[config.mk]
export PLATFORM = sky130hd
export DESIGN_NAME = pipelined_segment_adder
export DESIGN_NICKNAME = d
export VERILOG_FILES = /design/src/rtl/adder_pkg.sv /design/src/rtl/adder_segment.sv /design/src/rtl/pipelined_segment_adder.sv
export SDC_FILE = /design/constraint.sdc
export NUM_CORES = 1
export LEC_CHECK = 0
export CORE_UTILIZATION = 56
export DETAILED_ROUTE_END_ITERATION = 7
export HOLD_SLACK_MARGIN = 0.08
export PLACE_DENSITY = 0.76
export RECOVER_POWER = 25
export SYNTH_ARGS = -nofsm -noshare
export SYNTH_HDL_FRONTEND = slang
export SYNTH_SLANG_ARGS = --single-unit
[constraint.sdc]
create_clock -name clk -period 2.9 [get_ports clk]
set_input_delay 0.29 -clock clk [delete_from_list [all_inputs] [get_ports clk]]
set_output_delay 0.29 -clock clk [all_outputs]
set_load 0.005 [all_outputs]
[src/rtl/adder_pkg.sv]
// Shared constants and helpers for the segmented pipelined adder.
// Optional flag outputs are enabled by defining PIPE_ADDER_FLAGS_EN.
package adder_pkg;

    localparam int SEG_W_DEF = 8;
    localparam int WIDTH_DEF = 32;

    function automatic int num_seg(input int width, input int seg_w);
        return width / seg_w;
    endfunction

endpackage

[src/rtl/adder_segment.sv]
// One SEG_W-bit slice: a + b + cin with carry out and signed-overflow flag.
// The overflow flag is only meaningful on the most-significant slice.
module adder_segment #(
    parameter int SEG_W = 8
) (
    input  logic [SEG_W-1:0] a,
    input  logic [SEG_W-1:0] b,
    input  logic             cin,
    output logic [SEG_W-1:0] sum,
    output logic             cout,
    output logic             ovf
);

    assign {cout, sum} = {1'b0, a} + {1'b0, b} + {{SEG_W{1'b0}}, cin};
    assign ovf = (a[SEG_W-1] == b[SEG_W-1]) && (sum[SEG_W-1] != a[SEG_W-1]);

endmodule

[src/rtl/pipelined_segment_adder.sv]
// WIDTH-bit add/sub, one SEG_W segment per stage, global-stall handshake.
// Define PIPE_ADDER_FLAGS_EN to add out_cout / out_ovf.
module pipelined_segment_adder
    import adder_pkg::*;
#(
    parameter int WIDTH = WIDTH_DEF,
    parameter int SEG_W = SEG_W_DEF
) (
    input  logic             clk,
    input  logic             rst_n,
    input  logic             in_valid,
    output logic             in_ready,
    input  logic [WIDTH-1:0] in_a,
    input  logic [WIDTH-1:0] in_b,
    input  logic             in_cin,
    input  logic             in_sub,
    output logic             out_valid,
    input  logic             out_ready,
    output logic [WIDTH-1:0] out_sum
`ifdef PIPE_ADDER_FLAGS_EN
    ,
    output logic             out_cout,
    output logic             out_ovf
`endif
);

    localparam int N = num_seg(WIDTH, SEG_W);

    // a_hi/b_hi shift right each stage so the next segment sits at bit 0;
    // sum_lo shifts right with each new segment entering at the top.
    typedef struct packed {
        logic             valid;
        logic             carry;
        logic [WIDTH-1:0] sum_lo;
        logic [WIDTH-1:0] a_hi;
        logic [WIDTH-1:0] b_hi;
    } stage_t;

    stage_t           st_d [N];
    stage_t           st_q [N];
    logic [SEG_W-1:0] seg_sum [N];
    logic [N-1:0]     seg_cout;
    logic [N-1:0]     seg_ovf;
    logic             advance;

    if (WIDTH % SEG_W != 0) begin : g_bad_cfg
        $error("WIDTH must be a multiple of SEG_W");
    end

    assign advance  = !st_q[N-1].valid || out_ready;
    assign in_ready = advance;

    always_comb begin
        st_d[0].valid  = in_valid;
        st_d[0].carry  = in_sub ? 1'b1 : in_cin;
        st_d[0].sum_lo = '0;
        st_d[0].a_hi   = in_a;
        st_d[0].b_hi   = in_sub ? ~in_b : in_b;
        for (int k = 1; k < N; k++) begin
            st_d[k] = st_q[k-1];
        end
    end

    for (genvar k = 0; k < N; k++) begin : g_seg
        adder_segment #(.SEG_W(SEG_W)) u_seg (
            .a    (st_d[k].a_hi[SEG_W-1:0]),
            .b    (st_d[k].b_hi[SEG_W-1:0]),
            .cin  (st_d[k].carry),
            .sum  (seg_sum[k]),
            .cout (seg_cout[k]),
            .ovf  (seg_ovf[k])
        );
    end

    always_ff @(posedge clk or negedge rst_n) begin
        if (!rst_n) begin
            for (int k = 0; k < N; k++) begin
                st_q[k] <= '0;
            end
        end else if (advance) begin
            for (int k = 0; k < N; k++) begin
                st_q[k].valid  <= st_d[k].valid;
                st_q[k].carry  <= seg_cout[k];
                st_q[k].sum_lo <= (st_d[k].sum_lo >> SEG_W)
                                | (WIDTH'(seg_sum[k]) << (WIDTH - SEG_W));
                st_q[k].a_hi   <= st_d[k].a_hi >> SEG_W;
                st_q[k].b_hi   <= st_d[k].b_hi >> SEG_W;
            end
        end
    end

    assign out_valid = st_q[N-1].valid;
    assign out_sum   = st_q[N-1].sum_lo;

`ifdef PIPE_ADDER_FLAGS_EN
    logic ovf_q;

    always_ff @(posedge clk or negedge rst_n) begin
        if (!rst_n) begin
            ovf_q <= 1'b0;
        end else if (advance) begin
            ovf_q <= seg_ovf[N-1];
        end
    end

    assign out_cout = st_q[N-1].carry;
    assign out_ovf  = ovf_q;
`endif

    // Last-stage operand remnants and lower-slice ovf flags have no consumer.
    logic unused_bits;
    assign unused_bits = ^{st_q[N-1].a_hi, st_q[N-1].b_hi,
                           st_q[N-1].carry, seg_ovf};

endmodule

**After elaboration in Yosys (flattened, before gate mapping)**

Index checks and enable logic that the tools add are counted.

- Register bits after elaboration: 207
- Input bits: 70
- Output and inout port bits: 34
- Word-level logic and storage cells: 33

- Add/sub/neg operators: 8
- Muxes and demuxes: 2
- Bitwise logic cells: 4
- Reductions and logical operators: 2

Operator list:

| kind | count |
|---|---|
| $or 24x32->32 | 3 |
| $mux 32 | 1 |
| $not 32->32 | 1 |
| $add 8x8->9 | 3 |
| $add 9x1->9 | 3 |
| $add 8x1->8 | 1 |
| $add 8x8->8 | 1 |
| $logic_not 1->1 | 1 |
| $logic_or 1x1->1 | 1 |
| $mux 1 | 1 |

**Logic depth before layout (Yosys ltp)**

Gate-level depths: netlist of run 1.

- Word-level depth: 4
- Gate-level depth with buffers: 11
- Depth with buffers taken out: 9

**Hierarchy**

From an unflattened synthesis of run 1, not the netlist that was laid out.

- Cells, all modules: 590
- Area total of the unflattened synthesis: 9121.2 um2

By module, submodules not included:

| module | instances | cells each | area each (um2) | seq. area each (um2) |
|---|---|---|---|---|
| pipelined_segment_adder | 1 | 424 | 7768.7 | 4579.4 |
| adder_segment (g_seg[1].u_seg ...) | 3 | 42 | 336.6 | 0.0 |
| adder_segment (g_seg[0].u_seg) | 1 | 40 | 342.8 | 0.0 |

**Worst setup path before layout of run 1**

No wires, ideal clock.

- Path kind: input to register
- Start point: input port in_sub
- End point: register st_q, in the netlist st_d[290]
- Setup time: 0.064 ns
- Data arrival time: 2.532 ns
- Required time: 2.836 ns
- Path slack: 0.304 ns
- Stages: 11
- Buffers on the path: 2
- Path through: clkbuf_1 > buf_2 > xor2_1 > fa_1 > inv_1 > fa_1 > nor2b_4 > o31a_1 > o311a_1 > a211oi_1 > a21o_1

- Cells in the longest elaborated chain, start to end: 3
- Elaborated cells on any way between the ends: 4
- Those cells by class: add/sub: 2; mux: 2

Ends and longest elaborated chain:

| element | RTL line | source |
|---|---|---|
| start: declaration | pipelined_segment_adder.sv:16 | `input logic in_sub,` |
| $mux 32 | pipelined_segment_adder.sv:58 | `st_d[0].b_hi = in_sub ? ~in_b : in_b;` |
| $add 8x8->9 | adder_segment.sv:14 | `assign {cout, sum} = {1'b0, a} + {1'b0, b} + {{SEG_W{1'b0}}, cin};` |
| $add 9x1->9 (*) | adder_segment.sv:14 |  |
| end: declaration | pipelined_segment_adder.sv:40 | `stage_t st_q [N];` |

Mark *: on every way between the ends. The rest lies on a longest branch, timed or not.
A chain may end at the register's enable or synchronous reset.

**Worst setup path after layout of run 1**

- Start point: register st_q, in the netlist st_d[194]
- End point: register st_q, in the netlist st_d[94]

- Cells in the longest elaborated chain, start to end: 2

Ends and longest elaborated chain:

| element | RTL line | source |
|---|---|---|
| $add 9x1->9 | adder_segment.sv:14 |  |
| $or 24x32->32 | pipelined_segment_adder.sv:85 | `\| (WIDTH'(seg_sum[k]) << (WIDTH - SEG_W));` |

No other way between the ends.

==> results of run 1 <==
## synth_stat cells (all sizes together), types with 6 or more instances
| cell type | number | area share (%) |
|---|---|---|
| nor3 | 10 | 0.61 |
| xnor2 | 25 | 2.7 |
| nand2 | 413 | 19 |
| inv | 15 | 0.68 |
| dfrtp | 183 | 56 |
| a21o | 8 | 0.73 |
| nor2b | 6 | 0.73 |
| buf | 19 | 1.1 |
| o21a | 8 | 0.73 |
| a211oi | 11 | 1.0 |
| o21ai | 57 | 3.5 |
| nor2 | 19 | 0.87 |
| ha | 27 | 4.1 |
| xor2 | 19 | 2.0 |
| clkbuf | 25 | 1.1 |
| fa | 8 | 1.9 |
| a21oi | 15 | 0.91 |
## logic make-up (layout without fill, tap and decap cells)
| family | count (synthesis) | count (layout) | share of synthesized area (%) |
|---|---|---|---|
| fa+ha+maj | 35 | 35 | 6.04 |
| simple gates | 459 | 459 | 21.9 |
| xor+xnor | 44 | 44 | 4.68 |
| compound gates | 120 | 120 | 8.89 |
| flops | 183 | 183 | 55.6 |
| buf+inv | 59 | 158 | 2.90 |
## worst max-delay path, cell delays in order (launching register included)
cell and delay, ns:
dfrtp_1 0.40, fa_1 0.48, fa_1 0.43, a21oi_1 0.26, o211ai_1 0.13, a21oi_1 0.22
xor2_1 0.16, o21ai_1 0.07
## worst min path at each step
| stage | startpoint | end |
|---|---|---|
| floorplan | rst_n | out_sum[0] |
| global placement | rst_n | st_d[289] |
| detailed placement | rst_n | st_d[232] |
| CTS | rst_n | st_d[78] |
| global route | in_a[11] | st_d[231] |
| finish | in_valid | st_d[293] |
## metrics by stage
stage	instances	util, %
after detailed placement	1147	66.9
after global routing	1179	71.4
after floorplan	900	-
final	1179	71.4
after CTS	1179	71.6
after global placement	1147	66.9
## power groups by stage
stage                     Sequential, mW  Combinational, mW  Clock, mW
after floorplan                     4.23               2.74          0
after global placement              4.34               3.85          0
after detailed placement            4.39               3.96          0
after CTS                           4.37               4.03       2.53
after global routing                4.51               4.57       2.64
final                               4.36               3.97       2.50
## layout make-up
type                    count  share of cell area (%)
well taps                 180                    2.24
inverters                  15                   0.584
repair buffers            112                    11.2
clock buffers              25                    5.12
multi-input cells         658                    34.0
clock inverters             6                    1.35
flip-flops and latches    183                    45.5
## state kept, by name (all words and copies together), names as in the netlist
signal / cells
out_valid: 1
st_d: 150
out_sum: 32
## metal layers
layer | part of all wire (%) | routed length [um] | vias to the layer above
met4 | 0.96 | 155 | 0
met5 | 0 | 0 | -
li1 | - | - | 3066
met3 | 2.8 | 450 | 13
met2 | 48 | 7670 | 91
met1 | 49 | 7800 | 2871
## what timing repair did
item                                   4_1_cts  5_1_grt
endpoints found under the hold margin       47        0
gates resized for setup                      0        0
hold buffers                                 1        0
## placed cells by master, fill, tap and decap left out, types with 3 or more instances in the layout
cell type	netlist	final
nor2_1	19	19
nor3_1	10	10
dfrtp_1	183	183
bufinv_16	0	4
inv_1	14	14
buf_4	0	4
or3_1	4	4
o31a_1	4	4
buf_12	0	3
o21a_1	8	8
o21ai_0	7	7
nor2b_4	3	4
o21ai_1	50	50
a21o_1	8	8
fa_1	8	8
a211oi_1	11	11
ha_1	27	27
xnor2_1	25	25
o21bai_1	3	3
clkbuf_16	0	17
a31oi_1	4	4
clkdlybuf4s50_1	0	101
o31ai_1	3	3
nand2_1	413	413
xor2_1	19	19
clkbuf_8	0	6
a21oi_1	15	15
==> out/summary.txt, run 1 <==
Post-Syn Area = 8240 um2
# diodes = 0
Clk pin slew, worst setup/hold paths = 0.06 ns
Postcts setup bufs = 0
Clock group share of total power = 23.1%
RR Endpoint = st_d[94]
Dominant synthesized flop cell = dfrtp_1
Met3 GRT Util = 5.21%
Lkg Pwr = 4.91 nW
Routed WL = 16100 um
DRT Pass-1 Iters = 4
RD Place Congestion = 0.826
IO Count = 104
Vias in the first global route = 5777
Pin count of the biggest net entering global routing = 207
Min-delay worst type = in -> reg
Max Cap Violations = 0
Initial antenna violation count = 0
Net switching power = 3.71 mW
Int Pwr = 7.13 mW
DR iter-0 viols = 437
Pre-CTS setup slack = 0.169 ns
Critical path origin = st_d[194]
Synth warn = 0
Antenna viol nets, final = 0
Final hold vios = 0
CP Capture Type = flip-flop
GR Util met2 = 36.6%
IO buf count = 103
Max-slew headroom = 17.5%
Vias per cell = 5.12
Worst hold slack = 0.385 ns
Clk_skew = 0.0113 ns
Period minus WS final = 2.30 ns
Final Setup Violations = 0
Unrepaired setup endpoints after global routing = no
WHS Path Cells = 3
Setup slack, reg-to-reg = 0.60 ns
Die height = 123 um
Final Max Slew Viols = 0
DRC violations left = 0
Logic pwr share = 36.7%
Post-route cell area = 10100 um2
Seq pwr share = 40.2%
Area Growth Syn to Fin = 22.3%
Syn Area/Cell = 9.15 um2
Global Route Usage Sum = 23.8%
Status = finished clean
Post-synth EDFFs = 0
Ys async rst share = 100%
Area of the multi-input gates = 3430 um2
Worst-margin pin slew = 1.24 ns
DR vias = 6041
Fmax = 435 MHz
CP endpoint = st_d[94]
CP Data Required Time = 3.18 ns
CP max FO = 3
Critical Path AT = 2.58 ns
Critical Setup Path Class = reg -> reg
WL per Instance = 13.6 um
Peak supply drop = 0.554 mV
Syn nets = 1005
Sequential share of the synthesized area = 55.6%
First-pass GRT wire length = 27700 um
CTS root buf = clkbuf_16
Startpoint class of the critical path = flip-flop
Sw frac = 34.2%
Grt met1 use = 34.3%
FF-to-FF Start = st_d[194]
Core area = 14100 um2
Clock latency on the worst-skew pair = 0.43 ns
CTS tree = done
Final Power = 10.8 mW
Grt peak-use layer = met2
Die width = 123 um
Placed cell area = 9430 um2
Die area = 15200 um2
Sequential cell area = 4580 um2
Final period utilization = 79.2%
Synth unique cells = 36
Layout Nets = 1092
P per Cell Area = 1080 nW/um2
Filler Cells Inserted = 1107
GR Overflow Total = 0
FF+latch count, synth = 183
Deepest clock path buffer count = 2
Post-DP HPWL = 10400 um
Total negative setup slack = 0 ns
Share of cells above drive strength 1 = 4.60%
Num Clock Sinks = 183
Mapped Cells = 900
FF-to-FF path depth = 7
H-tree depth = 4
Total CTS buffers = 17
Core Rows = 43
Final worst setup slack = 0.604 ns
Initial core utilization = 58.4%
Power figures use the tool's default switching activity.
==> inputs of run 2 (changes only) <==
- clock period: 2.9 -> 2.33 ns (I/O delays scaled with it)
==> out/summary.txt, run 2 (synthesized netlist as in run 1, its figures left out) <==
Status = finished clean
Worst-margin pin slew = 1.33 ns
Critical Path AT = 2.48 ns
Die height = 123 um
Vias in the first global route = 5575
Worst hold slack = 0.324 ns
Startpoint class of the critical path = flip-flop
Max-slew headroom = 11.3%
Final hold vios = 0
Peak supply drop = 0.756 mV
Lkg Pwr = 4.95 nW
Worst stage delay on the critical path = 0.48 ns
Unrepaired setup endpoints after global routing = no
Max Cap Violations = 0
Sw frac = 34.5%
Initial core utilization = 58.4%
Core area = 14100 um2
DRT Pass-1 Iters = 5
Routed WL = 15800 um
Critical path, cell by cell = fa_1 -> fa_1 -> a21oi_2 -> o211ai_1 -> a21oi_2 -> xor2_1 -> o21ai_1
Seq pwr share = 40.0%
First-pass GRT wire length = 26900 um
DR vias = 6080
Die width = 123 um
Max reg flops = 150
Total CTS buffers = 17
DRC violations left = 0
Post-Layout Cell Count = 1186
Pin count of the biggest net entering global routing = 113
Commonest non-fill, non-tap cell in the layout = nand2_1
Post-DP HPWL = 10600 um
Layout Nets = 1098
CP max FO = 3
CTS tree = done
RD Place Congestion = 0.813
DR iter-0 viols = 455
Final worst setup slack = 0.149 ns
Post-route cell area = 10200 um2
Final period utilization = 93.6%
H-tree depth = 4
Vias per cell = 5.13
Share of cells above drive strength 1 = 6.06%
Period minus WS final = 2.18 ns
CP Capture Type = flip-flop
Clock group share of total power = 23.0%
Filler Cells Inserted = 1097
Antenna viol nets, final = 0
Net switching power = 4.67 mW
Cells after DPL = 1153
Final Setup Violations = 0
IO buf count = 103
Global Route Usage Sum = 23.1%
Logic pwr share = 37.1%
# diodes = 0
Clk_skew = 0.00841 ns
Core Rows = 43
CTS root buf = clkbuf_16
Fmax = 458 MHz
Commonest cells after routing, fill and taps aside = nand2_1 (413), dfrtp_1 (183), clkdlybuf4s50_1 (101), o21ai_1 (50), ha_1 (27)
Initial antenna violation count = 0
Num Clock Sinks = 183
Area Growth Syn to Fin = 23.2%
Clk pin slew, worst setup/hold paths = 0.07 ns
CP Data Required Time = 2.63 ns
Area of the multi-input gates = 3450 um2
Int Pwr = 8.88 mW
Critical Setup Path Class = reg -> reg
P per Cell Area = 1340 nW/um2
WL per Instance = 13.3 um
Sequential cell area = 4580 um2
Crit-path slowest cell = fa_1
Pre-CTS setup slack = -0.173 ns
Die area = 15200 um2
Final Max Slew Viols = 0
IO Count = 104
Clock latency on the worst-skew pair = 0.43 ns
Placed cell area = 9500 um2
Min-delay worst type = in -> reg
Deepest clock path buffer count = 2
GR Overflow Total = 0
[run 2: cell types whose count changed in the layout (fill, tap and decap cells not counted), moves of 2 or more]
cell	previous run	this run
fa_2	0	3
buf_12	3	5
buf_4	4	8
fa_1	8	5
a21oi_1	15	13
a21oi_2	0	2
clkinv_2	0	5
clkbuf_8	6	1
[run 2: worst paths after layout]
| kind | startpoint | to | slack (ns) | cells past startpoint |
|---|---|---|---|---|
| worst max-delay path | st_d[194] | st_d[94] | 0.15 | 7 |
| worst min-delay path | in_a[20] | st_d[240] | 0.32 | 3 |
| worst max register to register | st_d[194] | st_d[94] | 0.15 | 7 |
| worst min register to register | out_sum[17] | out_sum[17] | 0.46 | 2 |
| max in group asynchronous | rst_n | st_d[72] | 0.57 | 3 |
| min in group asynchronous | rst_n | st_d[288] | 0.64 | 2 |
[run 2: final cells by class]
cell class / instances / share of cell area, %
sequential: 183 / 45.1
multi-input combinational: 658 / 34.0
timing repair buffer: 118 / 11.8
clock buffer: 19 / 4.36
tap: 180 / 2.22
clock inverter: 13 / 1.98
inverter: 15 / 0.579
[run 2: routing by layer]
metal / routed length, um / global-route usage [%] / vias up
li1: - / - / 3079
met1: 7800 / 35.0 / 2857
met2: 7160 / 33.1 / 127
met3: 592 / 4.75 / 17
met4: 223 / 7.45 / 0
met5: 0 / 0 / -
[run 2: timing repair]
action / 4_1_cts / 5_1_grt
hold buffers: 1 / 0
hold endpoints to repair: 48 / 0
setup buffers: 0 / 0
setup endpoints to repair: 0 / 3
resized for setup: 0 / 3
[run 2: power groups by stage]
stage	clock [mW]	combinational (mW)	sequential, mW
finish	3.11	5.03	5.42
detailed placement	0	4.98	5.46
CTS	3.17	5.05	5.42
global placement	0	4.83	5.41
global route	3.30	5.75	5.58
floorplan	0	3.42	5.26
[run 2: stage by stage]
step / power [mW] / TNS (ns) / utilization [%]
finish: 13.6 / 0 / 72.0
global route: 14.6 / 0 / 72.0
CTS: 13.6 / 0 / 72.0
detailed placement: 10.4 / -0.423 / 67.4
global placement: 10.2 / -0.306 / 67.4
floorplan: 8.68 / -0.00792 / -
[run 2: worst max-delay path, delay by kind of cell, from the launching register on]
kind | cells | cell delay (ns)
XOR/XNOR | 1 | 0.16
flip-flops | 1 | 0.40
AO/OA/AOI/OAI | 4 | 0.59
adder cells (fa/ha/maj) | 2 | 0.92
